<file path="config.mk">
export PLATFORM = sky130hd
export DESIGN_NAME = sample_conditioner
export DESIGN_NICKNAME = d
export VERILOG_FILES = /design/src/rtl/sample_conditioner_pkg.sv /design/src/rtl/offset_cal_chan.sv /design/src/rtl/sample_conditioner.sv
export SDC_FILE = /design/constraint.sdc
export NUM_CORES = 1
export LEC_CHECK = 0
export ABC_AREA = 1
export BUFFER_PORTS_ARGS = -buffer_cell sky130_fd_sc_hd__buf_2
export CAP_MARGIN = 15
export CORE_MARGIN = 2
export CORE_UTILIZATION = 35
export CTS_CLUSTER_DIAMETER = 60
export DETAILED_ROUTE_END_ITERATION = 10
export PLACE_DENSITY = 0.61
export SLEW_MARGIN = 20
export SYNTH_ARGS = -nofsm -noshare
export SYNTH_HDL_FRONTEND = slang
export SYNTH_SLANG_ARGS = --single-unit
</file>
<file path="constraint.sdc">
create_clock -name clk -period 1.9 [get_ports clk]
set_input_delay 0.19 -clock clk [delete_from_list [all_inputs] [get_ports clk]]
set_output_delay 0.19 -clock clk [all_outputs]
set_load 0.05 [all_outputs]
</file>
<file path="src/rtl/sample_conditioner_pkg.sv">
// Shared constants for the sample conditioner: FSM state encoding and the
// filter input widths this block feeds.
package sample_conditioner_pkg;

    localparam logic [1:0] ST_IDLE  = 2'd0;
    localparam logic [1:0] ST_CAL   = 2'd1;
    localparam logic [1:0] ST_LATCH = 2'd2;

    localparam int SC_WX = 12;
    localparam int SC_WD = 14;

    function automatic logic state_is_busy(input logic [1:0] st);
        logic busy;
        case (st)
            ST_CAL:   busy = 1'b1;
            ST_LATCH: busy = 1'b1;
            default:  busy = 1'b0;
        endcase
        return busy;
    endfunction

endpackage

</file>
<file path="src/rtl/offset_cal_chan.sv">
// One conditioning channel: offset-binary to two's complement, calibration
// accumulator, offset register and saturating offset removal.
module offset_cal_chan
    import sample_conditioner_pkg::*;
#(
    parameter int W        = 12,
    parameter int CAL_LOG2 = 8
) (
    input  logic                clk,
    input  logic                reset,
    input  logic [W-1:0]        adc,
    input  logic                load_out,
    input  logic                zero_out,
    input  logic                acc_clr,
    input  logic                acc_en,
    input  logic                ofs_load,
    output logic signed [W-1:0] y_out,
    output logic signed [W-1:0] ofs
);

    localparam int WA = W + CAL_LOG2;

    logic signed [W-1:0]  conv_s;
    logic signed [W:0]    diff_s;
    logic signed [WA-1:0] acc_r;
    logic signed [W-1:0]  ofs_r;
    logic signed [W-1:0]  y_r;

    function automatic logic signed [W-1:0] sat_w(input logic signed [W:0] v);
        logic signed [W-1:0] r;
        if (v[W] != v[W-1]) begin
            r = v[W] ? {1'b1, {(W-1){1'b0}}} : {1'b0, {(W-1){1'b1}}};
        end else begin
            r = v[W-1:0];
        end
        return r;
    endfunction

    assign conv_s = {~adc[W-1], adc[W-2:0]};
    assign diff_s = {conv_s[W-1], conv_s} - {ofs_r[W-1], ofs_r};

    // Output sample, accumulator and offset registers.
    always_ff @(posedge clk or negedge reset) begin
        if (!reset) begin
            y_r   <= {W{1'b0}};
            acc_r <= {WA{1'b0}};
            ofs_r <= {W{1'b0}};
        end else begin
            if (zero_out) begin
                y_r <= {W{1'b0}};
            end else if (load_out) begin
                y_r <= sat_w(diff_s);
            end else begin
                y_r <= y_r;
            end
            if (acc_clr) begin
                acc_r <= {WA{1'b0}};
            end else if (acc_en) begin
                acc_r <= acc_r + {{CAL_LOG2{conv_s[W-1]}}, conv_s};
            end else begin
                acc_r <= acc_r;
            end
            // Mean by dropping the low bits: floor division of the signed sum.
            if (ofs_load) begin
                ofs_r <= acc_r[WA-1:CAL_LOG2];
            end else begin
                ofs_r <= ofs_r;
            end
        end
    end

    assign y_out = y_r;
    assign ofs   = ofs_r;

endmodule

</file>
<file path="src/rtl/sample_conditioner.sv">
// Two-channel ADC sample conditioner with on-demand DC-offset calibration.
// The FSM and sample counter live here; per-channel datapaths are sub-modules.
module sample_conditioner
    import sample_conditioner_pkg::*;
#(
    parameter int CAL_LOG2 = 8,
    parameter int WX       = SC_WX,
    parameter int WD       = SC_WD
) (
    input  logic                 clk,
    input  logic                 reset,
    input  logic [WX-1:0]        adc_x,
    input  logic [WD-1:0]        adc_d,
    input  logic                 adc_valid,
    input  logic                 cal_start,
    output logic signed [WX-1:0] x_out,
    output logic signed [WD-1:0] d_out,
    output logic                 out_valid,
    output logic                 cal_busy,
    output logic                 cal_done,
    output logic signed [WX-1:0] ofs_x,
    output logic signed [WD-1:0] ofs_d
);

    logic [1:0]          state_r;
    logic [1:0]          state_next_s;
    logic [CAL_LOG2-1:0] cnt_r;
    logic                out_valid_r;
    logic                cal_busy_r;
    logic                cal_done_r;
    logic                load_out_s;
    logic                zero_out_s;
    logic                acc_clr_s;
    logic                acc_en_s;
    logic                ofs_load_s;

    // Datapath controls derived from the current state.
    always_comb begin
        load_out_s = adc_valid && (state_r != ST_CAL);
        zero_out_s = (state_r == ST_CAL);
        acc_clr_s  = (state_r == ST_IDLE) && cal_start;
        acc_en_s   = (state_r == ST_CAL) && adc_valid;
        ofs_load_s = (state_r == ST_LATCH);
    end

    // Next-state logic; cal_start only matters in IDLE.
    always_comb begin
        state_next_s = ST_IDLE;
        case (state_r)
            ST_IDLE: begin
                if (cal_start) begin
                    state_next_s = ST_CAL;
                end else begin
                    state_next_s = ST_IDLE;
                end
            end
            ST_CAL: begin
                if (adc_valid && (cnt_r == {CAL_LOG2{1'b1}})) begin
                    state_next_s = ST_LATCH;
                end else begin
                    state_next_s = ST_CAL;
                end
            end
            ST_LATCH: state_next_s = ST_IDLE;
            default:  state_next_s = ST_IDLE;
        endcase
    end

    // State, sample counter and registered status outputs.
    always_ff @(posedge clk or negedge reset) begin
        if (!reset) begin
            state_r     <= ST_IDLE;
            cnt_r       <= {CAL_LOG2{1'b0}};
            out_valid_r <= 1'b0;
            cal_busy_r  <= 1'b0;
            cal_done_r  <= 1'b0;
        end else begin
            state_r <= state_next_s;
            if (acc_clr_s) begin
                cnt_r <= {CAL_LOG2{1'b0}};
            end else if (acc_en_s) begin
                cnt_r <= cnt_r + 1'b1;
            end else begin
                cnt_r <= cnt_r;
            end
            out_valid_r <= load_out_s;
            cal_busy_r  <= state_is_busy(state_next_s);
            cal_done_r  <= (state_next_s == ST_LATCH);
        end
    end

    offset_cal_chan #(.W(WX), .CAL_LOG2(CAL_LOG2)) u_chan_x (
        .clk      (clk),
        .reset    (reset),
        .adc      (adc_x),
        .load_out (load_out_s),
        .zero_out (zero_out_s),
        .acc_clr  (acc_clr_s),
        .acc_en   (acc_en_s),
        .ofs_load (ofs_load_s),
        .y_out    (x_out),
        .ofs      (ofs_x)
    );

    offset_cal_chan #(.W(WD), .CAL_LOG2(CAL_LOG2)) u_chan_d (
        .clk      (clk),
        .reset    (reset),
        .adc      (adc_d),
        .load_out (load_out_s),
        .zero_out (zero_out_s),
        .acc_clr  (acc_clr_s),
        .acc_en   (acc_en_s),
        .ofs_load (ofs_load_s),
        .y_out    (d_out),
        .ofs      (ofs_d)
    );

    assign out_valid = out_valid_r;
    assign cal_busy  = cal_busy_r;
    assign cal_done  = cal_done_r;

endmodule

</file>
# == Word-level counts from Yosys, hierarchy flattened ==
# Index checks and enable logic that the tools add are counted.
# word_totals
register_bits,107
input_bits,30
output_inout_bits,55
# op_classes
n_addsub,5
n_eq_ne,8
muxes,18
bitwise_logic,2
reduce_logical,8
# op_table
op,count
14-bit 2-to-1 mux,4
12-bit 2-to-1 mux,4
22-bit 2-to-1 mux,2
20-bit 2-to-1 mux,2
22-bit adder,1
20-bit adder,1
8-bit 2-to-1 mux,2
14-bit by 14-bit subtractor with 15-bit output,1
12-bit by 12-bit subtractor with 13-bit output,1
8-bit by 1-bit adder with 8-bit output (second input constant),1
8-bit == test (second input constant),1
2-bit by 1-bit == test with 1-bit output (second input constant),2
2-bit == test (second input constant),2
1-bit logical AND,4
2-bit one-hot mux with 2 select lines,1
2-bit nonzero test,2
2-bit zero test,1
1-bit 2-to-1 mux,2
2-bit 2-to-1 mux,1
1-bit != test,2
2-bit by 1-bit != test with 1-bit output (second input constant),1
1-bit NOT,2
2-bit OR reduction,1

# == Longest topological paths before layout ==
# Gate-level depths: netlist of the first run.
# depth
word_depth,7
depth_mapped,15
ltp_nobuf,15

# == Modules after synthesis ==
# Synthesis of the first run repeated with hierarchy kept, for this count alone.
# hier_totals
cells_unflattened,1193
hier_area_um2,8341.8
# modules_own_cells
module,instances,cells_each,area_per_inst_um2,seq_area_each_um2
offset_cal_chan (u_chan_d),1,608,4087.7,1251.2
offset_cal_chan (u_chan_x),1,511,3602.2,1101.1
sample_conditioner,1,74,651.9,325.3

# == Least setup slack after synthesis of the first run ==
# OpenSTA, ideal clock, no wires.
# synth_timing
path_kind,reg2reg
startpoint,"register u_chan_x.ofs_r[0], in the netlist u_chan_x.ofs[0]"
endpoint,"register u_chan_x.y_r[0], in the netlist u_chan_x.y_out[0]"
setup_time_ps,118
arrival_time_ps,2189
t_required_ps,1782
setup_slack_ps,-407
path_stages_with_launch,15
path_buffers,1
cell_sequence,dfrtp_1 > ha_1 > inv_1 > fa_1 > nand3_1 > nand2_1 > nand3_1 > nand3_1 > nand2_1 > nand2_1 > nand2_1 > buf_2 > nand3_1 > nand2_1 > nand2_1
# synth_between
elab_chain_len,5
# synth_rtl
item,line_no,source
from (decl),offset_cal_chan.sv:26,logic signed [W-1:0] ofs_r;
from (signal assigned),offset_cal_chan.sv:47,ofs_r <= {W{1'b0}};
from (signal assigned),offset_cal_chan.sv:65,ofs_r <= acc_r[WA-1:CAL_LOG2];
from (signal assigned),offset_cal_chan.sv:67,ofs_r <= ofs_r;
12-bit by 12-bit subtractor with 13-bit output *,offset_cal_chan.sv:40,"assign diff_s = {conv_s[W-1], conv_s} - {ofs_r[W-1], ofs_r};"
12-bit 2-to-1 mux or 1-bit != test (tied branches),"offset_cal_chan.sv:32, offset_cal_chan.sv:31",
12-bit 2-to-1 mux *,offset_cal_chan.sv:31,if (v[W] != v[W-1]) begin
12-bit 2-to-1 mux *,offset_cal_chan.sv:51,end else if (load_out) begin
12-bit 2-to-1 mux *,offset_cal_chan.sv:49,if (zero_out) begin
to (signal assigned),offset_cal_chan.sv:50,y_r <= {W{1'b0}};
to (signal assigned),offset_cal_chan.sv:52,y_r <= sat_w(diff_s);
to (signal assigned),offset_cal_chan.sv:54,y_r <= y_r;
to (decl),offset_cal_chan.sv:27,logic signed [W-1:0] y_r;
# Mark *: on every way between the ends. The rest lies on a longest branch, timed or not. The select of a mux whose other input is x is not followed.
# A chain may end at the register's enable or synchronous reset.

# == Worst setup path after layout of the first run ==
# layout_timing
startpoint,"register u_chan_d.ofs_r[11], in the netlist u_chan_d.ofs[11]"
endpoint,"register u_chan_d.y_r[8], in the netlist u_chan_d.y_out[8]"
# layout_between
elab_chain_len,5
# layout_rtl
item,line_no
from (decl),offset_cal_chan.sv:26
from (signal assigned),offset_cal_chan.sv:47
from (signal assigned),offset_cal_chan.sv:65
from (signal assigned),offset_cal_chan.sv:67
14-bit by 14-bit subtractor with 15-bit output *,offset_cal_chan.sv:40
14-bit 2-to-1 mux or 1-bit != test (tied branches),"offset_cal_chan.sv:32, offset_cal_chan.sv:31"
14-bit 2-to-1 mux *,offset_cal_chan.sv:31
14-bit 2-to-1 mux *,offset_cal_chan.sv:51
14-bit 2-to-1 mux *,offset_cal_chan.sv:49
to (signal assigned),offset_cal_chan.sv:50
to (signal assigned),offset_cal_chan.sv:52
to (signal assigned),offset_cal_chan.sv:54
to (decl),offset_cal_chan.sv:27
# Marks and branches as above.

==> run summary, run 1 <==
The run finished, with violations left. The checks that failed: negative setup slack. For this run, asynchronously set or reset flops after synthesis account for 100%. Across the whole layout, storage elements account for 2710 µm².

The number of failing setup endpoints in the final timing report was 19. The run gives 8,205 as the via count. The logs give 0 for the number of antenna violations at the first check in global routing and 419 for the number of DRC markers after the initial detailed-route iteration.

TritonCTS built the clock tree. The initial utilization of the core area, before any placement, comes to 35.3%. The tools report the number of antenna cells inserted as 0. The worst-case hold slack is 0.138 ns, and the number of detailed-route iterations in the first pass is 5. For the total nets after synthesis, the log shows 1,232. The min-delay analysis places its worst path in the category input pin to flip-flop. For the total number of H-tree levels, the log shows 3.

Setup repair after global routing could not meet its margin everywhere. The run gives 2 as the maximum buffer depth of the clock tree. The critical path in this run is classified as flip-flop to flip-flop.

The relative slew slack is 65.2%, and the maximum fanout along the worst path is 5. The run gives 2.21 ns as the required time of the critical path. The final worst-path setup slack is -0.153 ns.

Summing the sequential cell areas from Yosys gives 33.8% of the chip area. The first global-routing pass estimated 37.7 mm of wire. The worst setup path is captured at a flip-flop.

The floorplan step defined a die boundary enclosing 23,900 µm². The count of final hold-check violations is 0. The tools report the number of ports placed on the die boundary as 85.

The final weighted congestion of routability-driven global placement was 0.898. In the synthesized netlist the dominant register cell turns out to be sky130_fd_sc_hd__dfrtp_1. The logs give 0 for the number of violations of the max-capacitance limit and 5.89 nW for the static leakage. Number of port buffers: 84.

The floorplan row count is 55. After routing the design area is 11,400 µm². The power density of the placed cells was 1050 nW/µm²; the number of cell instances on the worst register-to-register path was 12. Relative to the synthesized area, the layout overhead comes to 44.0%. The tools report the largest clock skew in the final design as 0.0134 ns. In the global route stage, overall resource usage came out at 19.4%. The detailed-placement wirelength estimate is 17.9 mm, and the width of the die is 154 µm. The combined area of the multi-input logic cells came out at 5660 µm². The completed layout was analyzed and its total power is 12.0 mW. In the layout the commonest cells are sky130_fd_sc_hd__nand2_1 (296), sky130_fd_sc_hd__buf_4 (163), sky130_fd_sc_hd__inv_1 (117), sky130_fd_sc_hd__buf_2 (83), sky130_fd_sc_hd__dfrtp_1 (81).

The synthesized netlist contains 41 unique library cells. The number of instances on the worst hold path was 3. The endpoint identified for the worst register-to-register timing path is u_chan_d.y_out[8]. After the last flow step, the layout net total stands at 1,483.

Via count of the first global-routing pass: 7,525. The region available for standard cell placement spans 22,400 µm². The category of the worst setup path launch point was a flip-flop. The die boundary height works out to 154 µm. The run gives 2.36 ns as the critical path arrival. After detailed placement, the total cell area comes to 9900 µm². Including well taps, the total number of placed cells is 1,609. The tree is rooted in a sky130_fd_sc_hd__clkbuf_16.

The netlist area before placement was 7930 µm². For this run, the number of standard cells in the final layout without fillers is 1,671. After detailed routing, the number of remaining DRC violations is 0. The post-synthesis average cell area came out at 7.01 µm².

Entering global routing, the biggest net connects 53 pins. The logs give 0.512 mV for the worst supply voltage drop on vdd and 9 for the number of buffers added by the clock tree synthesis step. The worst register-to-register path has a setup slack of -0.15 ns. The library cell used most frequently in the layout, excluding fill and tap cells, is sky130_fd_sc_hd__nand2_1. The insertion delay of the later-clocked pin in the worst-skew pair was 0.36 ns; the clock-pin transition on the worst setup and hold timing paths was 0.08 ns. The post-layout minimum cycle time was 2.05 ns. The remaining global-route overflow came out at 0. Final number of max-transition violations: 0. Counting the fill cells in the layout gives 2,148. The tree built by TritonCTS fans out to 107 sinks.

The number of register bits inferred by synthesis is 107. The slew of the pin with the lowest slew margin works out to 0.522 ns. The capture point of the worst path was u_chan_d.y_out[8]. The count of flip-flops with a built-in enable after synthesis came out at 0. In the routed layout, each cell is associated on average with a via count of 4.91. For the remaining antenna violation count, the log shows 0. The tools report the startpoint of the most critical register-to-register path as u_chan_d.ofs[11].

In the final routed layout, each cell accounts on average for 14.6 µm. The number of warning messages in the yosys log was 0; the share of layout cells above drive strength 1 was 37.4%. The highest clock frequency the design can meet is 487 MHz. Share of the clock period used by the worst path after layout: 108%. The critical path starts at u_chan_d.ofs[11]. After detailed routing, the total wire length is 24.3 mm. Synthesis produced 1,130 cells.
## worst min-delay path by stage
stage / from / endpoint
after floorplan: reset / cal_busy
after global placement: reset / u_chan_d.y_out[10]
after detailed placement: reset / u_chan_d.y_out[10]
after CTS: adc_valid / out_valid
after global routing: adc_valid / out_valid
final: adc_valid / out_valid
## cell type report
| class | instances | area share (%) |
|---|---|---|
| clock buffers | 9 | 1.97 |
| clock inverters | 7 | 0.515 |
| inverters | 144 | 4.76 |
| multi-input cells | 861 | 49.6 |
| flip-flops and latches | 107 | 23.8 |
| well taps | 285 | 3.13 |
| repair buffers | 258 | 16.3 |
## worst max-delay path: stages (launching register included)
cell and delay (ns):
sky130_fd_sc_hd__dfrtp_2 0.39, sky130_fd_sc_hd__inv_2 0.05, sky130_fd_sc_hd__ha_4 0.30, sky130_fd_sc_hd__nand2_2 0.09
sky130_fd_sc_hd__nor2_1 0.22, sky130_fd_sc_hd__a21oi_4 0.10, sky130_fd_sc_hd__buf_4 0.15, sky130_fd_sc_hd__nand3_2 0.08
sky130_fd_sc_hd__nand2_4 0.08, sky130_fd_sc_hd__a21oi_4 0.25, sky130_fd_sc_hd__clkbuf_16 0.19, sky130_fd_sc_hd__nand2_2 0.04
sky130_fd_sc_hd__nand2_1 0.05
## stage by stage
step	utilization (%)	setup WS (ns)	setup TNS, ns
after global placement	44.1	-0.156	-3.72
after global routing	50.9	-0.237	-5.24
after CTS	47.2	-0.0747	-0.736
final	50.9	-0.153	-2.12
after floorplan	-	-0.0898	-1.74
after detailed placement	44.1	-0.181	-4.62
## power breakdown
part           internal (mW)  switching (mW)
clock                  0.915           0.990
combinational           3.04            3.83
sequential              2.79           0.406
## what timing repair did
item,in CTS,in global routing
pin swaps,16,47
resized for setup,54,164
cloned,2,3
endpoints found under the hold margin,17,0
setup endpoints to repair,37,56
setup buffers,22,20
hold buffers,1,0
## layer usage
metal  wire length, µm  track usage, %  part of all wire (%)
met3               665            2.21                   2.7
met2             11400            32.1                    47
met5                 0               0                     0
met1             11900            27.1                    49
met4               356            4.85                   1.5
## state kept, by name (all words and copies together), names as in the netlist
register	flops
cal_busy	1
cal_done	1
cnt_r	8
out_valid	1
state_r	2
u_chan_d.acc_r	22
u_chan_d.ofs	14
u_chan_d.y_out	14
u_chan_x.acc_r	20
u_chan_x.ofs	12
u_chan_x.y_out	12
## cells by family (layout without fill, tap and decap cells)
group / Yosys count / in the layout / share of synthesized area (%)
compound gates: 193 / 193 / 13.7
xor+xnor: 22 / 22 / 2.43
fa+ha+maj: 72 / 72 / 11.7
buf+inv: 164 / 418 / 8.11
flops: 107 / 107 / 33.8
simple gates: 572 / 574 / 30.2
## cell usage after synthesis (2+ instances only)
library cell               number  share of area [%]
sky130_fd_sc_hd__o21ai_1        2               0.13
sky130_fd_sc_hd__buf_2          4               0.25
sky130_fd_sc_hd__o21ai_0       67                4.2
sky130_fd_sc_hd__a21boi_0       4               0.38
sky130_fd_sc_hd__a21oi_2        2               0.22
sky130_fd_sc_hd__buf_4          2               0.19
sky130_fd_sc_hd__dfrtp_1      107                 34
sky130_fd_sc_hd__a22o_1         3               0.33
sky130_fd_sc_hd__buf_6          2               0.28
sky130_fd_sc_hd__a21oi_1       81                5.1
sky130_fd_sc_hd__a32o_1         2               0.25
sky130_fd_sc_hd__fa_1           4                1.0
sky130_fd_sc_hd__xnor2_1       17                1.9
sky130_fd_sc_hd__a21o_1         7               0.66
sky130_fd_sc_hd__xor2_1         5               0.55
sky130_fd_sc_hd__nand3_1       82                5.2
sky130_fd_sc_hd__nand3_2        4               0.51
sky130_fd_sc_hd__inv_1        141                6.7
sky130_fd_sc_hd__nand2_2        7               0.55
sky130_fd_sc_hd__inv_2          2              0.095
sky130_fd_sc_hd__clkbuf_1      12               0.57
sky130_fd_sc_hd__ha_1          68                 11
sky130_fd_sc_hd__nand4_1       14                1.1
sky130_fd_sc_hd__nor3_2         2               0.25
sky130_fd_sc_hd__nor3_1        12               0.76
sky130_fd_sc_hd__nand2_1      359                 17
sky130_fd_sc_hd__nand3b_1       5               0.47
sky130_fd_sc_hd__nor2_1        80                3.8
sky130_fd_sc_hd__a31oi_1        3               0.24
sky130_fd_sc_hd__or2_2          3               0.24
sky130_fd_sc_hd__o31ai_1        4               0.38
sky130_fd_sc_hd__o21a_1         4               0.38
sky130_fd_sc_hd__o22ai_1        4               0.32
sky130_fd_sc_hd__o21bai_1       8               0.76
No activity file was read; power rests on OpenSTA's default activity.
==> run 2, diff against run 1 <==
--- a/config.mk
+++ b/config.mk
@@ -13,6 +13,7 @@
 export CTS_CLUSTER_DIAMETER = 60
 export DETAILED_ROUTE_END_ITERATION = 10
 export PLACE_DENSITY = 0.61
+export SETUP_SLACK_MARGIN = 0.15
 export SLEW_MARGIN = 20
 export SYNTH_ARGS = -nofsm -noshare
 export SYNTH_HDL_FRONTEND = slang
==> run 2 against run 1 <==
Net effect: the flow still finishes with violations (negative setup slack); critical path depth increased by 2; clock skew decreased by 0.0065 ns; critical endpoint is now u_chan_d.y_out[0]; count of clock-buffer cells in the layout increased by 5; global-route usage increased by 0.52 points; register-to-register slack improved by 0.08 ns; hold slack improved by 0.018 ns; critical path type unchanged; sequential power increased by 4%; worst setup slack improved by 0.076 ns; via count increased by 1.8%.
==> run summary, run 2 (same netlist as run 1, synthesis figures left out) <==
For this block, the routed nets add up to 25.3 mm of wire. TritonCTS built the clock tree. Cells fill 53.9% of the core in the end. The width of the die works out to 154 µm.

Of all nets on the critical path, the largest fanout is 5. The signal on the critical path passes through inv_2 -> ha_4 -> nand2_1 -> nand2_2 -> nand2_1 -> nand2_1 -> a21oi_2 -> buf_4 -> nand3_4 -> nand2_4 -> a21oi_4 -> buf_6 -> nand2_2 -> nand2_1. After detailed routing, the number of vias per cell comes to 5.00.

For this design the top-level I/O count stands at 85. The via count of the first global-routing pass was 7,834. At the placement stage, the worst setup path has a slack of -0.146 ns. The routed layout has 8,354 vias. The clock sink count was 107; the number of flip-flops in the largest register was 22. The floorplan step defined a die boundary enclosing 23,900 µm².

The flow ran to the end, but the final reports show violations. Cells with a size suffix above 1 make up 44.5% of the layout. The logs give 59.9% for the relative slew slack and 13.2 mW for the post-layout total power. The congestion estimate from routability-driven global placement came to 0.896. In this run the tool buffered the top-level ports with 84 buffer cells. The number of antenna cells inserted was 0; the number of failing setup endpoints in the final timing report was 31. The largest registers in the layout are u_chan_d.acc_r (22), u_chan_x.acc_r (20). The top cell types in the final layout, fill and taps aside, are sky130_fd_sc_hd__nand2_1 (268), sky130_fd_sc_hd__buf_4 (151), sky130_fd_sc_hd__inv_1 (113), sky130_fd_sc_hd__buf_2 (83), sky130_fd_sc_hd__nand2_2 (80). The filler cells instantiated in the layout total 2,032. Dividing the final minimum period by the clock period gives 104%. For this block, the initial DRC count from the detailed router was 484. The final worst-path setup slack is -0.0766 ns, and the total buffers and inverters traversed by the critical path is 3. The run gives 0.156 ns as the worst-case hold slack. Setup repair after global routing could not meet its margin everywhere. Leading cell type in the layout, fill and taps excluded: sky130_fd_sc_hd__nand2_1. The checks that failed: negative setup slack.

The number of cell instances on the worst register-to-register path was 14. The total number of H-tree levels is 3. The critical path is of the flip-flop to flip-flop type. Entering global routing, the biggest net connects 108 pins.

Global routing used 19.9% of the available tracks across all layers. In this run the static leakage power is 5.97 nW. For the worst setup path, the data required time is 2.15 ns.

The number of instances on the worst hold path is 3. The tools report the number of nets in the final layout as 1,483. The tools report the final number of max-transition violations as 0. The remaining antenna violation count was 0. The remaining global-route overflow is 0. In the routed design, unresolved DRC markers number 0. The worst setup path is captured at a flip-flop. The number of antenna violations at the first check in global routing is 0. Largest register by flop count: u_chan_d.acc_r. The family of cells with the greatest summed delay on the critical path was simple AND/OR/NAND/NOR gates. Category of the worst setup path launch point: a flip-flop. The clock passes through at most 2 buffers.

After detailed placement, the design holds a cell count of 1,598. The path with the worst hold slack has its endpoint at out_valid. The tools report the capturing point of the worst reg2reg path as u_chan_d.y_out[0]. The first detailed-routing pass ran for 6 iterations.

The library cell contributing the largest single delay on the critical path was sky130_fd_sc_hd__dfrtp_2. The detailed-placement wirelength estimate was 17.5 mm; the number of cells on the critical path was 14. Post-detailed-route wirelength per cell: 15.2 µm. The standard cell area after detailed placement was 9850 µm²; the final standard cell count with taps included and fillers excluded was 1,671. For this design the ratio of total power to cell area is 1090 nW/µm².

The logs give 506 MHz for the highest clock frequency the design can meet and 22,400 µm² for the core box area. The slew of the pin with the lowest slew margin works out to 0.601 ns. The worst hold path belongs to the class input pin to flip-flop.

Startpoint of the most critical register-to-register path: u_chan_d.ofs[7]. The worst path in the final design needs a cycle of 1.98 ns, including I/O delays and setup. The critical path's most frequent cell is sky130_fd_sc_hd__nand2_1.

The tools report the floorplan row count as 55. The first global-routing pass estimated 38.6 mm of wire. In this design, the stage delay of the slowest critical-path cell is 0.41 ns. In this run the clock root is driven by a sky130_fd_sc_hd__clkbuf_16.

The tools report the number of violations of the max-capacitance limit as 0. The largest clock skew in the final design came out at 0.00686 ns. The total non-filler cell area in the finished layout was 12,100 µm²; the number of buffers added by the clock tree synthesis step was 9. Measured along the y axis, the die boundary spans 154 µm. Relative to the synthesized area, the layout overhead comes to 52.4%. The final-layout setup total negative slack is -1.43 ns, and the starting density of the core is 35.3%. The run gives 0.36 ns as the insertion delay of the later-clocked pin in the worst-skew pair. After clock tree synthesis, the clock-pin slew on the worst setup and hold paths is 0.08 ns. The count of final hold-check violations is 0.

In this run the most critical hold path is launched from adc_valid. The worst register-to-register path has a setup slack of -0.08 ns. Data on the critical path arrives at its endpoint at 2.23 ns.

VDD sags by at most 0.527 mV.
## run 2: cell count changes in the layout (fill, tap and decap cells not counted), moves of 9 or more
| cell | delta |
|---|---|
| sky130_fd_sc_hd__o21ai_0 | -16 |
| sky130_fd_sc_hd__nand3_4 | +9 |
| sky130_fd_sc_hd__o21ai_1 | +9 |
| sky130_fd_sc_hd__buf_4 | -12 |
| sky130_fd_sc_hd__buf_6 | +13 |
| sky130_fd_sc_hd__ha_4 | +21 |
| sky130_fd_sc_hd__a21oi_2 | +9 |
| sky130_fd_sc_hd__ha_1 | -22 |
| sky130_fd_sc_hd__nand2_1 | -28 |
| sky130_fd_sc_hd__nor2_1 | -9 |
| sky130_fd_sc_hd__nand3_1 | -15 |
| sky130_fd_sc_hd__a21oi_1 | -9 |
| sky130_fd_sc_hd__nand2_2 | +26 |
## run 2: what timing repair did
item | 4_1_cts | 5_1_grt
pin swaps | 57 | 125
setup buffers | 17 | 35
setup endpoints to repair | 56 | 61
hold buffers | 1 | 0
cloned | 1 | 3
resized for setup | 137 | 224
hold endpoints to repair | 107 | 0
## run 2: worst max-delay path by stage
| stage | startpoint | endpoint | slack (ns) |
|---|---|---|---|
| 2_1_floorplan | u_chan_x.ofs[0] | u_chan_x.y_out[7] | -0.09 |
| 3_3_place_gp | adc_x[11] | u_chan_x.y_out[1] | -0.12 |
| 3_5_place_dp | adc_x[11] | u_chan_x.y_out[8] | -0.15 |
| 4_1_cts | u_chan_x.acc_r[0] | u_chan_x.acc_r[18] | -0.05 |
| 5_1_grt | u_chan_x.acc_r[0] | u_chan_x.acc_r[14] | -0.22 |
| 6_report | u_chan_d.ofs[7] | u_chan_d.y_out[0] | -0.08 |
## run 2: where the power goes
group	switching [mW]	internal [mW]
clock	0.897	0.998
sequential	0.528	2.80
combinational	4.31	3.64
## run 2: layout make-up
| type | instances | area (µm²) | area share [%] |
|---|---|---|---|
| repair buffers | 258 | 1890 | 15.7 |
| inverters | 144 | 549 | 4.55 |
| clock inverters | 2 | 10.0 | 0.0828 |
| multi-input cells | 861 | 6290 | 52.0 |
| well taps | 285 | 357 | 2.95 |
| clock buffers | 14 | 274 | 2.27 |
| flip-flops and latches | 107 | 2710 | 22.5 |
## run 2: routing by layer
layer | wire length, µm | GRT usage (%) | vias up
met2 | 12300 | 33.2 | 183
met1 | 11600 | 27.3 | 3920
met5 | 0 | 0 | -
li1 | - | - | 4212
met3 | 964 | 1.82 | 39
met4 | 506 | 6.57 | 0
## run 2: worst reg2reg max path, stage by stage (launching register included)
cell                      delay (ns)
sky130_fd_sc_hd__dfrtp_2        0.41
sky130_fd_sc_hd__inv_2          0.08
sky130_fd_sc_hd__ha_4           0.21
sky130_fd_sc_hd__nand2_1        0.08
sky130_fd_sc_hd__nand2_2        0.06
sky130_fd_sc_hd__nand2_1        0.05
sky130_fd_sc_hd__nand2_1        0.05
sky130_fd_sc_hd__a21oi_2        0.22
sky130_fd_sc_hd__buf_4          0.19
sky130_fd_sc_hd__nand3_4        0.08
sky130_fd_sc_hd__nand2_4        0.11
sky130_fd_sc_hd__a21oi_4        0.08
sky130_fd_sc_hd__buf_6          0.14
sky130_fd_sc_hd__nand2_2        0.05
sky130_fd_sc_hd__nand2_1        0.05
==> run 3, diff against run 2 <==
--- a/config.mk
+++ b/config.mk
@@ -17,4 +17,5 @@
 export SLEW_MARGIN = 20
 export SYNTH_ARGS = -nofsm -noshare
 export SYNTH_HDL_FRONTEND = slang
+export SYNTH_HIERARCHICAL = 1
 export SYNTH_SLANG_ARGS = --single-unit
==> run 3 against run 2 <==
Net effect: final cell count rose by 7.6%; register-to-register slack worse by 0.04 ns; clock skew rose by 0.011 ns; count of clock-buffer cells in the layout down 4; highest routed layer unchanged; power rose by 11%; area after synthesis is 5.3% higher; the run still ends with negative setup slack left; sequential share of layout area decreased by 1.4 points.
==> run summary, run 3 <==
For flop-to-flop paths, the worst setup slack is -0.12 ns. The tree is rooted in a sky130_fd_sc_hd__clkbuf_16. The area share of the largest cell type after synthesis was 32.1%. The leading area contributor after synthesis is sky130_fd_sc_hd__dfrtp_1.

The number of different library cells in the post-synthesis netlist is 45. Count of final hold-check violations: 0. The routed layout has 9,000 vias. Number of cell instances on the worst register-to-register path: 12. The tools report the worst-case hold slack as 0.193 ns. The via count of the first global-routing pass came out at 8,370. For the critical path arrival, the log shows 2.32 ns. The most instantiated library cell after synthesis is sky130_fd_sc_hd__nand2_1. Portion of the post-synthesis area used by sequential elements: 32.1%. Ranked by total cell area, the synthesized netlist is headed by sky130_fd_sc_hd__dfrtp_1 (32%), sky130_fd_sc_hd__nand2_1 (18%), sky130_fd_sc_hd__ha_1 (10%). Leaving out filler cells and counting taps, the final layout contains 1,798. Static leakage: 6.33 nW.

The worst setup path is captured at a flip-flop. The congestion estimate from routability-driven global placement came to 0.928. After clock tree synthesis, the clock-pin slew on the worst setup and hold paths is 0.09 ns.

Leaving out fill and tap cells, the most frequent cell in the layout is sky130_fd_sc_hd__nand2_1. The clock sink count is 107, and the maximum fanout along the worst path is 6. The logs give 1,193 for the number of instances in the synthesized netlist and 12,900 µm² for the total non-filler cell area in the finished layout.

For the maximum buffer depth of the clock tree, the log shows 2. The area of the die is 25,100 µm², and the die boundary height is 158 µm. The number of ports placed on the die boundary came out at 85. The worst hold path belongs to the class input pin to flip-flop.

Synthesis produced a netlist with a net count of 1,295. The largest single stage delay on the critical path is 0.41 ns. Leaving out fill and tap cells, the most frequent cells in the layout are sky130_fd_sc_hd__nand2_1 (286), sky130_fd_sc_hd__buf_4 (184), sky130_fd_sc_hd__nand2_2 (105), sky130_fd_sc_hd__inv_1 (99), sky130_fd_sc_hd__buf_2 (83). The filler cells instantiated in the layout total 2,096. IR analysis of the VDD net gives a maximum drop of 0.596 mV.

For this run, the leading register cell type out of synthesis is sky130_fd_sc_hd__dfrtp_1. Once detail routing completed, the nets flagged for antenna violations numbered 0. The repair_antennas step left the layout with diodes totalling 0.

In the routed design, unresolved DRC markers number 0. The tool flagged a number of max-cap violations equal to 0. In this run the cell area of the synthesized design comes to 8340 µm². The power density of the placed cells was 1130 nW/µm²; the final number of max-transition violations was 0. The initialized floorplan defines 56 standard-cell rows.

For the pin with the worst max-slew slack, the measured transition is 0.544 ns. In this run the cell area measured after placement is 10,400 µm². The starting density of the core came out at 35.6%.

The capturing point of the worst reg2reg path is u_chan_d/y_out[11]. For the instance count after placement with tap cells included, the log shows 1,719. The critical setup path kind was flip-flop to flip-flop. For the required time of the critical path, the log shows 2.20 ns.

In the synthesized netlist, the cells that appear most often are sky130_fd_sc_hd__nand2_1 (392), sky130_fd_sc_hd__inv_1 (129), sky130_fd_sc_hd__dfrtp_1 (107). Clock latency on the worst-skew pair, taken at its later pin, is 0.37 ns. The number of flip-flops in the largest register works out to 22. TritonCTS built the clock tree. Largest register by flop count: u_chan_d/acc_r. The relative slew slack was 63.7%. The worst register-to-register path begins at u_chan_d/ofs[8]. The detailed-placement wirelength estimate came out at 18.9 mm. The category of the worst setup path launch point was a flip-flop. The number of register bits inferred by synthesis was 107; the post-detailed-route wirelength per cell was 15.0 µm. In the synthesized netlist the async set-or-reset flop fraction comes to 100%. The count of buffers added on input and output ports is 84. The library cell contributing the largest single delay on the critical path is sky130_fd_sc_hd__dfrtp_2. For hold timing, the worst endpoint is u_chan_x/acc_r[0]. Traced cell by cell, the critical path runs through inv_2 -> ha_4 -> a21oi_2 -> nand2_2 -> a21oi_4 -> nand2_2 -> nand2_2 -> nand2_4 -> a21oi_4 -> clkbuf_16 -> nand2_2 -> nand2_1. TritonCTS created 9 clock buffers. Compared with the post-synthesis result, the final layout area differs by 54.7%.

From left edge to right edge, the die measures 158 µm. The first global-routing pass estimated 40.8 mm of wire. The critical path's most frequent cell is sky130_fd_sc_hd__nand2_2. The run finished, with violations left. The first detailed-routing pass took 5 iterations.

The post-synthesis average cell area works out to 6.99 µm². The end-of-flow core utilization came out at 55.1%. Of the cells placed in the final design, the portion with a size suffix greater than 1 is 48.4%.

The final reports fail on negative setup slack. The synthesized design contains 0 enable-type register cells. The tools report the remaining global-route overflow as 0. The tools report the number of warning messages in the yosys log as 6. The design draws 14.6 mW. The detailed router finished its first iteration with 596 violations.

Total number of H-tree levels: 3. Setup repair after global routing could not meet its margin everywhere. The number of antenna violations at the first check in global routing came out at 0. In the final layout, the registers with the most flip-flops are u_chan_d/acc_r (22), u_chan_x/acc_r (20). The number of nets in the final layout is 1,576, and the core box area is 23,400 µm². Of the available clock period, the critical path in the final layout requires 106%.

The logs give 20.5% for the total global-route track usage and 27.0 mm for the total wire length after detailed routing. Across the routed clock network, the largest skew measured is 0.0181 ns. The post-layout minimum cycle time is 2.02 ns, and the final worst-path setup slack is -0.119 ns. The start point of the worst hold path was adc_x[0]. Setup violations remaining at the end of the flow were counted as 28. The worst hold path was traced through 3 stages. The via density per instance was 5.01; the largest net degree at the start of global routing was 53. The highest clock frequency the design can meet came out at 495 MHz.
run 3: changes by cell type in the layout (fill, tap and decap cells not counted), moves of 9 or more:
cell,change
sky130_fd_sc_hd__buf_4,+33
sky130_fd_sc_hd__nand2_2,+25
sky130_fd_sc_hd__a21oi_1,-18
sky130_fd_sc_hd__nand2_1,+18
sky130_fd_sc_hd__o21ai_0,+16
sky130_fd_sc_hd__inv_1,-14
sky130_fd_sc_hd__nor2_4,+14
sky130_fd_sc_hd__nor2_1,+11
sky130_fd_sc_hd__nand2_4,+9
sky130_fd_sc_hd__nand3_1,+9
run 3: worst max-delay path by stage:
stage                     cells past startpoint       startpoint  slack [ns]            endpoint
after floorplan                              14  u_chan_x/ofs[0]       -0.09  u_chan_x/y_out[10]
after global placement                       12  u_chan_x/ofs[6]       -0.10   u_chan_x/y_out[0]
after detailed placement                     12  u_chan_x/ofs[6]       -0.14   u_chan_x/y_out[0]
after CTS                                    13  u_chan_x/ofs[0]       -0.04   u_chan_x/y_out[0]
after global routing                         12  u_chan_d/ofs[8]       -0.26  u_chan_d/y_out[11]
final                                        12  u_chan_d/ofs[8]       -0.12  u_chan_d/y_out[11]
run 3: what timing repair did:
action | 4_1_cts | 5_1_grt
hold endpoints to repair | 34 | 0
gates cloned | 3 | 3
setup buffers | 17 | 39
setup endpoints to repair | 59 | 62
pin swaps | 49 | 116
gates resized for setup | 148 | 249
hold buffers | 1 | 0
run 3: cells by family after synthesis:
kind of cell / Yosys count / synth area share, %
and+or+nand+nor: 656 / 34.8
AOI/OAI and AO/OA: 182 / 12.3
buffers and inverters: 157 / 7.59
DFF: 107 / 32.1
adders and majority gates: 72 / 11.2
xor gates and xnor gates: 19 / 1.99
run 3: critical path: cells and delay by family (launching register included):
family / cells / cell delay, ns
fa+ha+maj: 1 / 0.23
flops: 1 / 0.41
buf+inv: 2 / 0.28
compound gates: 3 / 0.58
simple gates: 6 / 0.44
run 3: per-stage QoR:
stage | worst slack, ns | TNS, ns
after floorplan | -0.0922 | -1.81
after global placement | -0.100 | -2.47
after detailed placement | -0.138 | -3.69
after CTS | -0.0352 | -0.223
after global routing | -0.259 | -5.06
final | -0.119 | -1.83
run 3: report_power, final:
part	internal [mW]	switching [mW]	leakage, nW	total [mW]
clock network	0.972	1.00	0.150	1.97
registers	2.80	0.563	1.36	3.37
logic	4.17	5.04	4.82	9.22
run 3: final cells by class:
class | instances | area (µm²) | area share (%)
well taps | 319 | 399 | 3.09
flip-flops and latches | 107 | 2710 | 21.0
inverters | 137 | 520 | 4.03
clock inverters | 6 | 60.1 | 0.465
repair buffers | 286 | 2080 | 16.1
multi-input cells | 933 | 6900 | 53.4
clock buffers | 10 | 239 | 1.85
run 3: routing by layer:
| metal | up-vias | global-route usage [%] | part of all wire [%] |
|---|---|---|---|
| met1 | 4280 | 28.2 | 45 |
| li1 | 4462 | - | - |
| met3 | 39 | 2.04 | 4.4 |
| met5 | - | 0 | 0 |
| met4 | 0 | 6.78 | 2.1 |
| met2 | 219 | 33.7 | 49 |
